`src/rtl/x_fwd_flush_ctrl.sv`:
```
// x_fwd_flush_ctrl: X-stage forwarding select, branch resolution, flush FSM and store lane generation.
// Optional feature: define X_LOAD_USE_STALL_EN to stall one cycle on a load-use hazard against entry1.
module x_fwd_flush_ctrl #(
  parameter int XLEN         = 32,
  parameter int HIST_DEPTH   = 2,
  parameter int FLUSH_CYCLES = 2
) (
  input  logic                            clk,
  input  logic                            reset,
  input  logic                            adv,
  input  logic                            x_valid,
  input  logic [31:0]                     x_inst,
  input  logic                            br_eq,
  input  logic                            br_lt,
  input  logic [$clog2(XLEN/8)-1:0]       addr_offset,
  input  logic [XLEN-1:0]                 rs2_data,
  output logic [$clog2(HIST_DEPTH+1)-1:0] fwd_a_sel,
  output logic [$clog2(HIST_DEPTH+1)-1:0] fwd_b_sel,
  output logic                            a_is_pc,
  output logic                            b_is_imm,
  output logic                            br_un,
  output logic                            pc_sel,
  output logic                            flush,
  output logic                            stall,
  output logic                            dmem_re,
  output logic [XLEN/8-1:0]               dmem_we,
  output logic [XLEN-1:0]                 store_data,
  output logic                            st_misalign
);
  localparam int LANES = XLEN / 8;
  localparam int SEL_W = $clog2(HIST_DEPTH + 1);
  localparam int CNT_W = $clog2(FLUSH_CYCLES + 1);

  localparam logic [6:0] OPC_LUI      = 7'b0110111;
  localparam logic [6:0] OPC_AUIPC    = 7'b0010111;
  localparam logic [6:0] OPC_JAL      = 7'b1101111;
  localparam logic [6:0] OPC_JALR     = 7'b1100111;
  localparam logic [6:0] OPC_BRANCH   = 7'b1100011;
  localparam logic [6:0] OPC_LOAD     = 7'b0000011;
  localparam logic [6:0] OPC_STORE    = 7'b0100011;
  localparam logic [6:0] OPC_OP_IMM   = 7'b0010011;
  localparam logic [6:0] OPC_OP       = 7'b0110011;
  localparam logic [6:0] OPC_OP_IMM32 = 7'b0011011;
  localparam logic [6:0] OPC_OP32     = 7'b0111011;
  localparam logic [6:0] OPC_SYSTEM   = 7'b1110011;

  typedef struct packed {
    logic       valid;
    logic [4:0] rd;
    logic       wr_rd;
    logic       is_load;
  } hist_t;

  typedef enum logic {IDLE, FLUSH} state_t;

  state_t           state;
  logic [CNT_W-1:0] cnt;
  hist_t            hist [HIST_DEPTH];

  logic [6:0] opcode;
  logic [4:0] rd, rs1, rs2;
  logic [2:0] funct3;
  logic       unused_funct7;

  assign opcode        = x_inst[6:0];
  assign rd            = x_inst[11:7];
  assign funct3        = x_inst[14:12];
  assign rs1           = x_inst[19:15];
  assign rs2           = x_inst[24:20];
  assign unused_funct7 = ^x_inst[31:25];

  logic is_lui, is_auipc, is_jal, is_jalr, is_branch, is_load, is_store;
  logic is_op, is_op_imm, is_op32, is_op_imm32, is_system, is_csr;
  logic uses_rs1, uses_rs2, wr_rd;

  assign is_lui      = (opcode == OPC_LUI);
  assign is_auipc    = (opcode == OPC_AUIPC);
  assign is_jal      = (opcode == OPC_JAL);
  assign is_jalr     = (opcode == OPC_JALR);
  assign is_branch   = (opcode == OPC_BRANCH);
  assign is_load     = (opcode == OPC_LOAD);
  assign is_store    = (opcode == OPC_STORE);
  assign is_op       = (opcode == OPC_OP);
  assign is_op_imm   = (opcode == OPC_OP_IMM);
  assign is_op32     = (opcode == OPC_OP32);
  assign is_op_imm32 = (opcode == OPC_OP_IMM32);
  assign is_system   = (opcode == OPC_SYSTEM);
  assign is_csr      = is_system & (funct3 != 3'b000);

  // CSR immediate forms (funct3[2]=1) carry a zimm in the rs1 field, not a register.
  assign uses_rs1 = is_jalr | is_branch | is_load | is_store | is_op | is_op_imm |
                    is_op32 | is_op_imm32 | (is_csr & ~funct3[2]);
  assign uses_rs2 = is_branch | is_store | is_op | is_op32;
  assign wr_rd    = is_lui | is_auipc | is_jal | is_jalr | is_load | is_op | is_op_imm |
                    is_op32 | is_op_imm32 | is_csr;

  logic kill;
  assign kill = (state == FLUSH) | ~x_valid;

  logic br_taken, redirect, pc_sel_int;

  always_comb begin
    br_taken = 1'b0;
    case (funct3)
      3'b000:         br_taken = br_eq;
      3'b001:         br_taken = ~br_eq;
      3'b100, 3'b110: br_taken = br_lt;
      3'b101, 3'b111: br_taken = ~br_lt;
      default:        br_taken = 1'b0;
    endcase
  end

  assign redirect   = (is_branch & br_taken) | is_jal | is_jalr;
  assign pc_sel_int = ~kill & redirect;

  logic [SEL_W-1:0] fwd_a_int, fwd_b_int;

  // Walk oldest to newest so the youngest matching producer wins.
  always_comb begin
    fwd_a_int = '0;
    fwd_b_int = '0;
    for (int k = HIST_DEPTH; k >= 1; k--) begin
      if (hist[k-1].valid && hist[k-1].wr_rd && (hist[k-1].rd != 5'd0)) begin
        if (uses_rs1 && (hist[k-1].rd == rs1)) fwd_a_int = SEL_W'(k);
        if (uses_rs2 && (hist[k-1].rd == rs2)) fwd_b_int = SEL_W'(k);
      end
    end
  end

  logic stall_int, eff_adv;

`ifdef X_LOAD_USE_STALL_EN
  assign stall_int = ~kill & hist[0].valid & hist[0].is_load & hist[0].wr_rd &
                     (hist[0].rd != 5'd0) &
                     ((uses_rs1 & (hist[0].rd == rs1)) | (uses_rs2 & (hist[0].rd == rs2)));
`else
  logic unused_oldest_load;
  assign unused_oldest_load = hist[HIST_DEPTH-1].is_load;
  assign stall_int = 1'b0;
`endif

  assign eff_adv = adv & ~stall_int;

  logic [LANES-1:0] lanes;
  logic [XLEN-1:0]  rep_data;
  logic             misalign;

  always_comb begin
    lanes    = '0;
    rep_data = '0;
    misalign = 1'b0;
    if (is_store) begin
      case (funct3)
        3'b000: begin
          rep_data = {LANES{rs2_data[7:0]}};
          lanes    = LANES'(1) << addr_offset;
        end
        3'b001: begin
          rep_data = {(LANES/2){rs2_data[15:0]}};
          if (addr_offset[0]) misalign = 1'b1;
          else                lanes    = LANES'(2'b11) << addr_offset;
        end
        3'b010: begin
          rep_data = {(LANES/4){rs2_data[31:0]}};
          if (addr_offset[1:0] != 2'b00) misalign = 1'b1;
          else                           lanes    = LANES'(4'hF) << addr_offset;
        end
        3'b011: begin
          if (XLEN == 64) begin
            rep_data = rs2_data;
            if (addr_offset != '0) misalign = 1'b1;
            else                   lanes    = '1;
          end
        end
        default: ;
      endcase
    end
  end

  assign fwd_a_sel   = reset ? '0 : fwd_a_int;
  assign fwd_b_sel   = reset ? '0 : fwd_b_int;
  assign a_is_pc     = ~reset & (is_branch | is_jal | is_auipc);
  assign b_is_imm    = ~reset & ~(is_op | is_op32);
  assign br_un       = ~reset & is_branch & (funct3[2:1] == 2'b11);
  assign pc_sel      = ~reset & pc_sel_int;
  assign flush       = ~reset & (pc_sel_int | (state == FLUSH));
  assign stall       = ~reset & stall_int;
  assign dmem_re     = ~reset & ~kill & is_load;
  assign dmem_we     = (reset | kill) ? '0 : lanes;
  assign st_misalign = ~reset & ~kill & misalign;

  // Data is driven only on lanes actually written; idle lanes read as zero.
  always_comb begin
    store_data = '0;
    for (int i = 0; i < LANES; i++) begin
      store_data[i*8 +: 8] = dmem_we[i] ? rep_data[i*8 +: 8] : 8'h00;
    end
  end

  // A stalled advance shifts a bubble into entry1 while older entries keep ageing.
  always_ff @(posedge clk) begin
    if (reset) begin
      for (int k = 0; k < HIST_DEPTH; k++) hist[k] <= '0;
    end else if (adv) begin
      for (int k = HIST_DEPTH - 1; k >= 1; k--) hist[k] <= hist[k-1];
      hist[0] <= stall_int ? hist_t'('0) : hist_t'({~kill, rd, wr_rd, is_load});
    end
  end

  always_ff @(posedge clk) begin
    if (reset) begin
      state <= IDLE;
      cnt   <= '0;
    end else begin
      case (state)
        IDLE: begin
          if (pc_sel_int && eff_adv && (FLUSH_CYCLES > 1)) begin
            state <= FLUSH;
            cnt   <= CNT_W'(FLUSH_CYCLES - 1);
          end
        end
        FLUSH: begin
          if (adv) begin
            if (cnt == CNT_W'(1)) state <= IDLE;
            cnt <= cnt - CNT_W'(1);
          end
        end
        default: state <= IDLE;
      endcase
    end
  end

endmodule
```
`config.mk`:
```
export PLATFORM = sky130hd
export DESIGN_NAME = x_fwd_flush_ctrl
export DESIGN_NICKNAME = d
export VERILOG_FILES = /design/src/rtl/x_fwd_flush_ctrl.sv
export SDC_FILE = /design/constraint.sdc
export NUM_CORES = 1
export LEC_CHECK = 0
export ABC_AREA = 0
export CAP_MARGIN = 5
export CORE_MARGIN = 5
export CORE_UTILIZATION = 34
export DETAILED_ROUTE_END_ITERATION = 6
export PLACE_DENSITY = 0.78
export SLEW_MARGIN = 40
export SYNTH_ARGS = -nofsm -noshare
export SYNTH_HDL_FRONTEND = slang
export SYNTH_SLANG_ARGS = --single-unit
```
`constraint.sdc`:
```
create_clock -name clk -period 1.9 [get_ports clk]
set_input_delay 0.285 -clock clk [delete_from_list [all_inputs] [get_ports clk]]
set_output_delay 0.285 -clock clk [all_outputs]
set_load 0.01 [all_outputs]
```
==> run metrics <==
Peak VDD IR=0.507 mV; final clock skew=0.00388 ns; pre-CTS setup slack=-1.18 ns; number of synthesized flops with an enable pin=14; post-route insts no fill=505; DRT antenna net count=0; Final Max Slew Viols=0; CP Launch Type=input pin; clock buffer depth=2; Wirelength per Cell=17.4 µm; Synth Area in Compound Gates=22.5%; Post-Syn Nets=334; H-tree depth=1; # rows=27; Hold Buf Count CTS=0; Synth Area in Adders=0.639%; PortBufs=111; crit path capture type=primary output; crit path DAT=2.19 ns; Worst Path Buf+Inv=5; via count=2,683; Power Dens Cells=325 mW/mm²; area delta synth->final=93.2%; worst stage delay on the critical path=0.59 ns; Fill cells=442; Most common cell on crit path=buf_6; global-route wire length before repair=13.3 mm; DR DRC count=0; CTS tree=yes; Worst Path Class, Setup=input pin to primary output; initial antenna violation count=0; hold_ws=0.482 ns; layout cells sized above 1=38.8%; final WL=8.79 mm; status=finished with violations; Max Cap Viol=0; Clock Sinks=17; Core ar.=0.00554 mm²; CTS Root Cell=clkbuf_8; top post-synthesis cells by area=edfxtp_1 21%, a21oi_1 7.9%, and2_1 7.0%, nor2_1 5.4%, xor2_1 4.9%; most frequent cell after synthesis=a21oi_1; Hold Crit Class=flip-flop to flip-flop; post-synthesis mux area share=0%; f_max=0.404 GHz; RSZ-0062 raised after global routing=true; Die X=85.9 µm; pin count of the biggest net entering global routing=25; CP max FO=3; grt ovf=0; All-Layer GR Usage=22.2%; # diodes=0; nets=507; die area=0.00738 mm²; Critical-path top delay cell=or4_4; Cell Area, Synth=0.00196 mm²; initial drt markers=140; LEAKAGE=1.63 nW; main combinational cell family by area after synthesis=simple AND/OR/NAND/NOR gates; Seq cells post-synth=17; initial core utilization=35.4%; final setup violation count=41; vias per cell=5.31; Num CTS Buffers=3; final RePlAce weighted congestion=0.920; Post-synth top flop=edfxtp_1; clock slew at reported path FFs=0.06 ns; vias in the first global route=2,690; xor-xnor portion of the synthesized cell area=9.39%; WP data required=1.62 ns; Post-synth top cells=31 x a21oi_1, 28 x nor2_1, 22 x and2_1; Tcrit/Tclk final=130%; Syn Area/Cell=7.51 µm²; violated checks=setup timing; die height=85.9 µm; Syn. warnings=0; Yosys cell types=52; asr flop ratio synth=0%; CP top delay family=simple AND/OR/NAND/NOR gates; I/O pins=120; CP Cell Sequence=buf_6 -> or3_4 -> or4_4 -> nor4b_4 -> buf_4 -> buf_6 -> buf_6 -> and2_4 -> buf_6; Synth area leader=edfxtp_1; simple-gate area share of the yosys netlist=39.1%; Syn Inst Count=261; Yosys top cell area share=21.5%; sequential element share of the synthesized area=24.5%; dpl cells=481; final hold vios=0; post-route setup slack=-0.574 ns; max_slew headroom=53.4%; post-detail-place hpwl=6.47 mm; minimum clock period=2.47 ns; first-pass iteration count of the detailed router=4; Worst-Skew Late Latency=0.25 ns; Least-Margin Pin Slew=0.698 ns
==> power breakdown <==
part           leakage (nW)  internal [mW]  switching [mW]  total (mW)
Sequential            0.177          0.428          0.0162       0.444
Combinational          1.43          0.289           0.227       0.516
Clock                0.0217          0.147           0.125       0.272
Total                  1.63          0.864           0.368        1.23
==> registers in the layout (all words and copies together), names as in the netlist <==
register,cells
cnt,2
hist,14
state,1
==> layer usage <==
| metal | global-route usage (%) | vias up | part of all wire [%] | wire length, µm |
|---|---|---|---|---|
| met3 | 3.46 | 18 | 7.8 | 685 |
| li1 | - | 1273 | - | - |
| met1 | 27.1 | 1269 | 39 | 3440 |
| met4 | 4.46 | 0 | 2.2 | 191 |
| met5 | 0 | - | 0 | 0 |
| met2 | 40.8 | 123 | 51 | 4470 |
==> layout make-up <==
type / count / area, µm² / share of cell area (%)
inverter: 3 / 11.3 / 0.298
clock inverter: 1 / 7.51 / 0.198
timing repair buffer: 183 / 1590 / 41.9
clock buffer: 3 / 41.3 / 1.09
tap: 72 / 90.1 / 2.38
multi-input combinational: 226 / 1570 / 41.5
sequential: 17 / 480 / 12.7
==> cell usage in the layout (no fill, tap or decap), types with 3 or more instances in the layout <==
| cell type | n |
|---|---|
| dfxtp_1 | 3 |
| o21ai_0 | 13 |
| buf_6 | 34 |
| a21oi_1 | 29 |
| nand3b_1 | 5 |
| and2_4 | 14 |
| and3_1 | 3 |
| edfxtp_1 | 14 |
| clkdlybuf4s15_2 | 5 |
| xnor2_1 | 10 |
| nor2_1 | 27 |
| buf_4 | 55 |
| inv_1 | 3 |
| nor2b_1 | 14 |
| nor4_2 | 4 |
| nand3_1 | 4 |
| nand4_1 | 3 |
| and2_1 | 12 |
| nand2b_1 | 4 |
| o21a_1 | 9 |
| buf_2 | 28 |
| dlygate4sd2_1 | 7 |
| xor2_1 | 11 |
| nand2_1 | 15 |
| clkbuf_8 | 3 |
| nor3_1 | 4 |
| clkdlybuf4s50_1 | 50 |
| or3_4 | 3 |
==> metrics by stage <==
step	utilization, %	total power [mW]	setup TNS, ns	instance area (µm²)
3_5_place_dp	63.6	0.921	-46.17	3520
3_3_place_gp	63.6	0.911	-46.05	3520
5_1_grt	68.3	1.30	-17.79	3780
4_1_cts	67.7	1.21	-16.96	3750
2_1_floorplan	-	0.644	-3.48	1980
6_report	68.3	1.23	-14.96	3780
==> what timing repair did <==
| item | 4_1_cts | 5_1_grt |
|---|---|---|
| buffers inserted | 17 | 4 |
| endpoints found under the setup margin | 47 | 47 |
| gates cloned | 4 | 0 |
| pin swaps | 16 | 13 |
| resized for setup | 257 | 27 |
==> cell families after synthesis <==
kind of cell / after synthesis
buf+inv: 18
flops: 17
xor+xnor: 21
simple gates: 131
other cells: 1
compound gates: 72
fa+ha+maj: 1
==> worst reg2reg max path, delay by kind of cell, from the launching register on <==
family | cells | cell delay [ns]
buffers and inverters | 3 | 0.39
AO/OA/AOI/OAI | 3 | 0.37
flip-flops | 1 | 0.33
==> final timing paths <==
check,startpoint,to,slack (ns),cells past startpoint
max,x_inst[4],store_data[7],-0.57,9
min,cnt[0],cnt[0],0.48,1
max reg2reg,state,cnt[0],0.72,6
min reg2reg,cnt[0],cnt[0],0.48,1
Note: power is estimated with default switching activity, not from simulation.
